--- config.mk ---
export PLATFORM = sky130hd
export DESIGN_NAME = burst_sync_controller
export DESIGN_NICKNAME = d
export VERILOG_FILES = /design/src/rtl/burst_sync_controller_pkg.sv /design/src/rtl/burst_valid_delay.sv /design/src/rtl/burst_sync_controller.sv
export SDC_FILE = /design/constraint.sdc
export NUM_CORES = 1
export LEC_CHECK = 0
export CORE_ASPECT_RATIO = 1.5
export CORE_UTILIZATION = 48
export CTS_CLUSTER_SIZE = 40
export DETAILED_ROUTE_END_ITERATION = 8
export PLACE_DENSITY_LB_ADDON = 0.3
export SLEW_MARGIN = 5
export SYNTH_ARGS = -nofsm -noshare
export SYNTH_HDL_FRONTEND = slang
export SYNTH_HIERARCHICAL = 1
export SYNTH_SLANG_ARGS = --single-unit
--- constraint.sdc ---
create_clock -name in_clock -period 4.3 [get_ports in_clock]
set_input_delay 0.86 -clock in_clock [delete_from_list [all_inputs] [get_ports in_clock]]
set_output_delay 0.86 -clock in_clock [all_outputs]
set_load 0.05 [all_outputs]
--- src/rtl/burst_sync_controller_pkg.sv ---
`default_nettype none
// burst_sync_controller_pkg: state encoding and shared defaults for the burst controller.
// Rev 1.0
package burst_sync_controller_pkg;

  localparam int CNT_W_DEFAULT = 16;
  localparam int STATE_W       = 3;

  typedef logic [STATE_W-1:0] state_t;

  localparam logic [2:0] ST_IDLE    = 3'd0;
  localparam logic [2:0] ST_GUARD   = 3'd1;
  localparam logic [2:0] ST_SEARCH  = 3'd2;
  localparam logic [2:0] ST_PAYLOAD = 3'd3;
  localparam logic [2:0] ST_DRAIN   = 3'd4;

  function automatic logic is_busy(input state_t st);
    return st != ST_IDLE;
  endfunction

endpackage
`default_nettype wire

--- src/rtl/burst_valid_delay.sv ---
`default_nettype none
// burst_valid_delay: payload-valid shift register with end-of-burst pulse and empty flag.
// Rev 1.0
module burst_valid_delay #(
  parameter int DEPTH = 4
) (
  input  logic in_clock,
  input  logic in_reset,
  input  logic in_valid,
  output logic out_valid,
  output logic out_done,
  output logic out_empty
);

  logic [DEPTH-1:0] line_q;
  logic [DEPTH-1:0] line_d;

  generate
    if (DEPTH > 1) begin : g_chain
      logic done_q;
      logic done_d;

      // Done is computed one stage early so it can be registered alongside the tap.
      always_comb begin
        line_d = {line_q[DEPTH-2:0], in_valid};
        done_d = line_d[DEPTH-1] & ~line_d[DEPTH-2];
      end

      always_ff @(posedge in_clock) begin
        if (in_reset) begin
          done_q <= 1'b0;
        end else begin
          done_q <= done_d;
        end
      end

      assign out_done = done_q;
    end else begin : g_single
      always_comb begin
        line_d = in_valid;
      end

      assign out_done = line_q[0] & ~in_valid;
    end
  endgenerate

  always_ff @(posedge in_clock) begin
    if (in_reset) begin
      line_q <= '0;
    end else begin
      line_q <= line_d;
    end
  end

  assign out_valid = line_q[DEPTH-1];
  assign out_empty = (line_q == '0);

endmodule
`default_nettype wire

--- src/rtl/burst_sync_controller.sv ---
`default_nettype none
// burst_sync_controller: guard / preamble search / payload sequencer for a burst synchronizer.
// Rev 1.0
module burst_sync_controller
  import burst_sync_controller_pkg::*;
#(
  parameter int DATA_ALIGN_DELAY = 4,
  parameter int CNT_W            = CNT_W_DEFAULT
) (
  input  logic             in_clock,
  input  logic             in_reset,
  input  logic             in_burst_start,
  input  logic [CNT_W-1:0] in_guard_cycles,
  input  logic [CNT_W-1:0] in_search_window,
  input  logic [CNT_W-1:0] in_burst_length,
  input  logic [6:0]       in_threshold_cfg,
  input  logic             in_detected,
  output logic             out_sync_enable,
  output logic             out_sync_reset,
  output logic [6:0]       out_threshold,
  output logic             out_burst_valid,
  output logic             out_burst_done,
  output logic             out_miss,
  output logic             out_overlap_err,
  output logic [2:0]       out_state,
  output logic [CNT_W-1:0] out_lock_count,
  output logic [CNT_W-1:0] out_miss_count
);

  localparam logic [CNT_W-1:0] ONE = CNT_W'(1);

  state_t           state_q, state_d;
  logic [CNT_W-1:0] cnt_q, cnt_d;
  logic [CNT_W-1:0] guard_q, guard_d;
  logic [CNT_W-1:0] window_q, window_d;
  logic [CNT_W-1:0] length_q, length_d;
  logic [6:0]       threshold_q, threshold_d;
  logic [CNT_W-1:0] lock_count_q, lock_count_d;
  logic [CNT_W-1:0] miss_count_q, miss_count_d;
  logic             sync_enable_q, sync_enable_d;
  logic             sync_reset_q, sync_reset_d;
  logic             miss_q, miss_d;
  logic             overlap_err_q, overlap_err_d;

  logic             lock_hit;
  logic [CNT_W-1:0] search_limit;
  logic             payload_active;
  logic             line_empty;

  // A zero window still searches for one cycle.
  assign search_limit   = (window_q == '0) ? ONE : window_q;
  assign payload_active = (state_q == ST_PAYLOAD);

  always_comb begin
    state_d       = state_q;
    cnt_d         = cnt_q;
    guard_d       = guard_q;
    window_d      = window_q;
    length_d      = length_q;
    threshold_d   = threshold_q;
    lock_hit      = 1'b0;
    miss_d        = 1'b0;
    overlap_err_d = overlap_err_q | (in_burst_start & is_busy(state_q));

    case (state_q)
      ST_IDLE: begin
        if (in_burst_start) begin
          guard_d     = in_guard_cycles;
          window_d    = in_search_window;
          length_d    = in_burst_length;
          threshold_d = in_threshold_cfg;
          cnt_d       = '0;
          state_d     = ST_GUARD;
        end
      end
      ST_GUARD: begin
        if (cnt_q == guard_q) begin
          cnt_d   = '0;
          state_d = ST_SEARCH;
        end else begin
          cnt_d = cnt_q + ONE;
        end
      end
      ST_SEARCH: begin
        // Detection is checked before expiry so a lock on the last cycle wins.
        if (in_detected) begin
          lock_hit = 1'b1;
          cnt_d    = '0;
          state_d  = (length_q == '0) ? ST_DRAIN : ST_PAYLOAD;
        end else if (cnt_q == search_limit - ONE) begin
          miss_d  = 1'b1;
          cnt_d   = '0;
          state_d = ST_IDLE;
        end else begin
          cnt_d = cnt_q + ONE;
        end
      end
      ST_PAYLOAD: begin
        if (cnt_q == length_q - ONE) begin
          cnt_d   = '0;
          state_d = ST_DRAIN;
        end else begin
          cnt_d = cnt_q + ONE;
        end
      end
      ST_DRAIN: begin
        if (line_empty) begin
          state_d = ST_IDLE;
        end
      end
      default: begin
        cnt_d   = '0;
        state_d = ST_IDLE;
      end
    endcase

    lock_count_d  = (lock_hit && !(&lock_count_q)) ? lock_count_q + ONE : lock_count_q;
    miss_count_d  = (miss_d && !(&miss_count_q)) ? miss_count_q + ONE : miss_count_q;
    sync_enable_d = (state_d == ST_SEARCH);
    sync_reset_d  = (state_d == ST_GUARD);
  end

  always_ff @(posedge in_clock) begin
    if (in_reset) begin
      state_q       <= ST_IDLE;
      cnt_q         <= '0;
      guard_q       <= '0;
      window_q      <= '0;
      length_q      <= '0;
      threshold_q   <= '0;
      lock_count_q  <= '0;
      miss_count_q  <= '0;
      sync_enable_q <= 1'b0;
      sync_reset_q  <= 1'b1;
      miss_q        <= 1'b0;
      overlap_err_q <= 1'b0;
    end else begin
      state_q       <= state_d;
      cnt_q         <= cnt_d;
      guard_q       <= guard_d;
      window_q      <= window_d;
      length_q      <= length_d;
      threshold_q   <= threshold_d;
      lock_count_q  <= lock_count_d;
      miss_count_q  <= miss_count_d;
      sync_enable_q <= sync_enable_d;
      sync_reset_q  <= sync_reset_d;
      miss_q        <= miss_d;
      overlap_err_q <= overlap_err_d;
    end
  end

  burst_valid_delay #(
    .DEPTH (DATA_ALIGN_DELAY)
  ) u_valid_delay (
    .in_clock  (in_clock),
    .in_reset  (in_reset),
    .in_valid  (payload_active),
    .out_valid (out_burst_valid),
    .out_done  (out_burst_done),
    .out_empty (line_empty)
  );

  assign out_sync_enable = sync_enable_q;
  assign out_sync_reset  = sync_reset_q;
  assign out_threshold   = threshold_q;
  assign out_miss        = miss_q;
  assign out_overlap_err = overlap_err_q;
  assign out_state       = state_q;
  assign out_lock_count  = lock_count_q;
  assign out_miss_count  = miss_count_q;

endmodule
`default_nettype wire

==> impl_metrics.json, run 1 <==
{
  "placed_area_um2": 7290,
  "ctsHoldBuffers": 0,
  "die_w_um": 94.9,
  "cts-resized-gates": 0,
  "rows": 50,
  "final_layout_size_suffix_gt1_share_pct": 7.84,
  "slew_headroom_pct": 27.4,
  "ys.warnings.count": 6,
  "crit_buf_inv": 0,
  "slew_violations": 0,
  "peakVddDrop_mv": 0.268,
  "cp-start-kind": "flop",
  "fin_crit_sh_pct": 95.0,
  "grt_pass1_wl_mm": 26.7,
  "crit_type": "flop to flop",
  "vias": 5953,
  "cp_max_fo": 13,
  "drc_errors": 0,
  "dp_hpwl_mm": 11.4,
  "postRouteWirelength_mm": 16.6,
  "cts_buffers": 17,
  "dieHeight_um": 141,
  "fill_cells": 1073,
  "worst_pin_slew_ps": 1090,
  "fin_area_um2": 7880,
  "syn_avg_cell_area_um2": 7.97,
  "place_congestion": 0.971,
  "ff2ff_setup_slack_ps": 220,
  "cp_slowest_cell": "or4_1",
  "root_buffer": "clkbuf_16",
  "finalSetupTns_ps": 0,
  "synth_edf_count": 0,
  "max_freq_mhz": 245,
  "cts_tree": "done",
  "setup_viol": 0,
  "grt_overflow": 0,
  "dr.first_iter.drc_count": 379,
  "syn_to_final_growth_pct": 27.0,
  "syn_area_um2": 6210,
  "antenna_found_initial": 0,
  "cp_cell_sequence": "or4_1 -> nor3_4 -> a21oi_1 -> ha_1 -> or3b_2 -> nor4_1 -> or3b_2 -> a211oi_1 -> and4_1 -> a21o_1 -> a21oi_2 -> a221o_1",
  "portBuffers": 106,
  "cts.sinks": 115,
  "fin_crit_ps": 4080,
  "synth_nets": 844,
  "antenna_left": 0,
  "hold_path_class": "flop to flop",
  "maxCapViolations": 0,
  "ys.flop_type": "dfxtp_1",
  "leakagePower_nw": 2.84,
  "firstDrtPassIters": 8,
  "cts_htree_levels": 4,
  "yosysSeqAreaShare_pct": 37.1,
  "ys_ff_latch": 115,
  "max_stage_delay_ps": 710,
  "grt_setup_unrepaired": "no",
  "track_usage_pct": 25.5,
  "crit_required_ps": 4590,
  "nNetsFinal": 921,
  "wl_per_cell_um": 16.2,
  "worst_path_dominant_cell_family": "simple AND/OR/NAND/NOR gates",
  "power_density_nw_per_um2": 394,
  "io_pins": 107,
  "start_util_pct": 49.4,
  "final_core_util_pct": 62.7,
  "antenna_cells": 0,
  "cp-end-kind": "flop",
  "grt_max_degree": 69,
  "postCtsSetupBuffers": 0,
  "core-area_um2": 12600,
  "clockBufferDepth": 2,
  "vias_per_cell": 5.82,
  "synth.distinct_cells": 65,
  "synthArstFlopShare_pct": 0,
  "worstPathArrival_ps": 4370,
  "grt_pass1_vias": 5678,
  "synthCells": 779,
  "status": "complete, no violations",
  "clkTransAtPathRegs_ps": 50,
  "finalHoldViolations": 0,
  "critPathMostFrequentCell": "or3b_2",
  "clk_latency_ps": 410,
  "skew_ps": 7.25,
  "dieArea_um2": 13400
}
[cell usage after synthesis, drive strengths merged, types with 7 or more instances]
cell,instances,area share (%)
a211oi,9,1.1
a21oi,81,6.6
a221o,10,1.6
and2,7,0.71
and3,7,0.71
buf,18,1.6
clkbuf,39,2.4
dfxtp,115,37
inv,15,0.91
mux2,7,1.3
nand2,147,8.9
nand2b,11,1.1
nand3,21,1.9
nand4,16,1.6
nor2,49,3.0
nor2b,12,1.2
nor3,18,1.6
nor4,18,2.7
o21ai,8,0.65
o31ai,7,0.85
or3,10,1.0
or4,9,1.1
xnor2,42,5.9
xor2,23,3.2
[worst register-to-register path, cell delays in order, from the launching register on]
cell      delay (ps)
dfxtp_1          360
or4_1            710
nor3_4           250
a21oi_1          110
ha_1             230
or3b_2           210
nor4_1            50
or3b_2           470
a211oi_1         290
and4_1           280
a21o_1           380
a21oi_2          260
a221o_1          350
[sequential cells by signal (all words and copies together), names as in the netlist, 3 cells and up]
| signal | flops |
|---|---|
| cnt_q | 16 |
| u_valid_delay/line_q | 4 |
| window_q | 16 |
| out_threshold | 7 |
| out_lock_count | 16 |
| length_q | 16 |
| guard_q | 16 |
| out_state | 3 |
| out_miss_count | 16 |
[layer usage]
| metal | global-route usage [%] | up-vias | share of wire, % |
|---|---|---|---|
| li1 | - | 2880 | - |
| met1 | 28.0 | 2802 | 39 |
| met2 | 44.5 | 207 | 51 |
| met3 | 6.00 | 64 | 5.3 |
| met4 | 13.6 | 0 | 3.8 |
| met5 | 0 | - | 0 |
[through the flow]
stage                     hold WS, ps  cells  setup slack (ps)  power, W
after floorplan                   429    779               307   0.00153
after global routing              483   1023              7.60   0.00322
after detailed placement          453    993               307   0.00168
after global placement            441    993               428   0.00167
after CTS                         461   1023               288   0.00312
final                             453   1023               215   0.00311
[area by class of cell]
cell class,instances,area [µm²],area share (%)
tap,156,195,2.48
clock buffer,18,429,5.44
inverter,15,56.3,0.714
clock inverter,12,165,2.09
timing repair buffer,115,1130,14.3
sequential,115,2300,29.2
multi-input combinational,592,3610,45.8
[placed cells by master, fill, tap and decap left out, types with 12 or more instances in the layout]
master | Yosys | final
nand2_1 | 147 | 147
dfxtp_1 | 115 | 115
clkdlybuf4s50_1 | 0 | 105
a21oi_1 | 80 | 80
nor2_1 | 49 | 49
xnor2_1 | 42 | 42
xor2_1 | 23 | 23
nand3_1 | 19 | 19
clkbuf_16 | 0 | 17
nor3_1 | 17 | 16
nand4_1 | 16 | 16
inv_1 | 15 | 15
nor2b_1 | 12 | 12
nor4_1 | 12 | 12
[cell families (layout without fill, tap and decap cells)]
logic type / count (synthesis) / after routing / synth area share, %
fa+ha+maj: 6 / 6 / 1.21
simple gates: 355 / 355 / 29.3
xor+xnor: 66 / 66 / 9.53
flops: 115 / 115 / 37.1
compound gates: 153 / 153 / 15.9
mux: 12 / 12 / 2.08
buf+inv: 72 / 160 / 4.88
[final timing paths]
path	startpoint	depth (start not counted)	end
worst min register to register	out_threshold[5]	2	out_threshold[5]
worst min-delay path	out_threshold[5]	2	out_threshold[5]
worst max-delay path	window_q[0]	12	cnt_q[7]
worst max register to register	window_q[0]	12	cnt_q[7]
[power breakdown]
group	internal (W)	total, W	switching [W]
Clock	0.000954	0.00144	0.000486
Combinational	0.000221	0.000498	0.000277
Sequential	0.00111	0.00117	0.0000603
Total	0.00229	0.00311	0.000823
(Power assumes the default switching activity.)
==> run 2: changes to the inputs <==
--- a/config.mk
+++ b/config.mk
@@ -10,7 +10,7 @@
 export CTS_CLUSTER_SIZE = 40
 export DETAILED_ROUTE_END_ITERATION = 8
 export PLACE_DENSITY_LB_ADDON = 0.3
-export SLEW_MARGIN = 5
+export SLEW_MARGIN = 10
 export SYNTH_ARGS = -nofsm -noshare
 export SYNTH_HDL_FRONTEND = slang
 export SYNTH_HIERARCHICAL = 1
==> results of run 2 <==
No change in the layout: final DEF, timing and power equal those of run 1.
==> run 3: changes to the inputs <==
--- a/config.mk
+++ b/config.mk
@@ -7,7 +7,7 @@
 export LEC_CHECK = 0
 export CORE_ASPECT_RATIO = 1.5
 export CORE_UTILIZATION = 48
-export CTS_CLUSTER_SIZE = 40
+export CTS_CLUSTER_SIZE = 16
 export DETAILED_ROUTE_END_ITERATION = 8
 export PLACE_DENSITY_LB_ADDON = 0.3
 export SLEW_MARGIN = 10
==> results of run 3 <==
No change in the layout: final DEF, timing and power equal those of run 1.
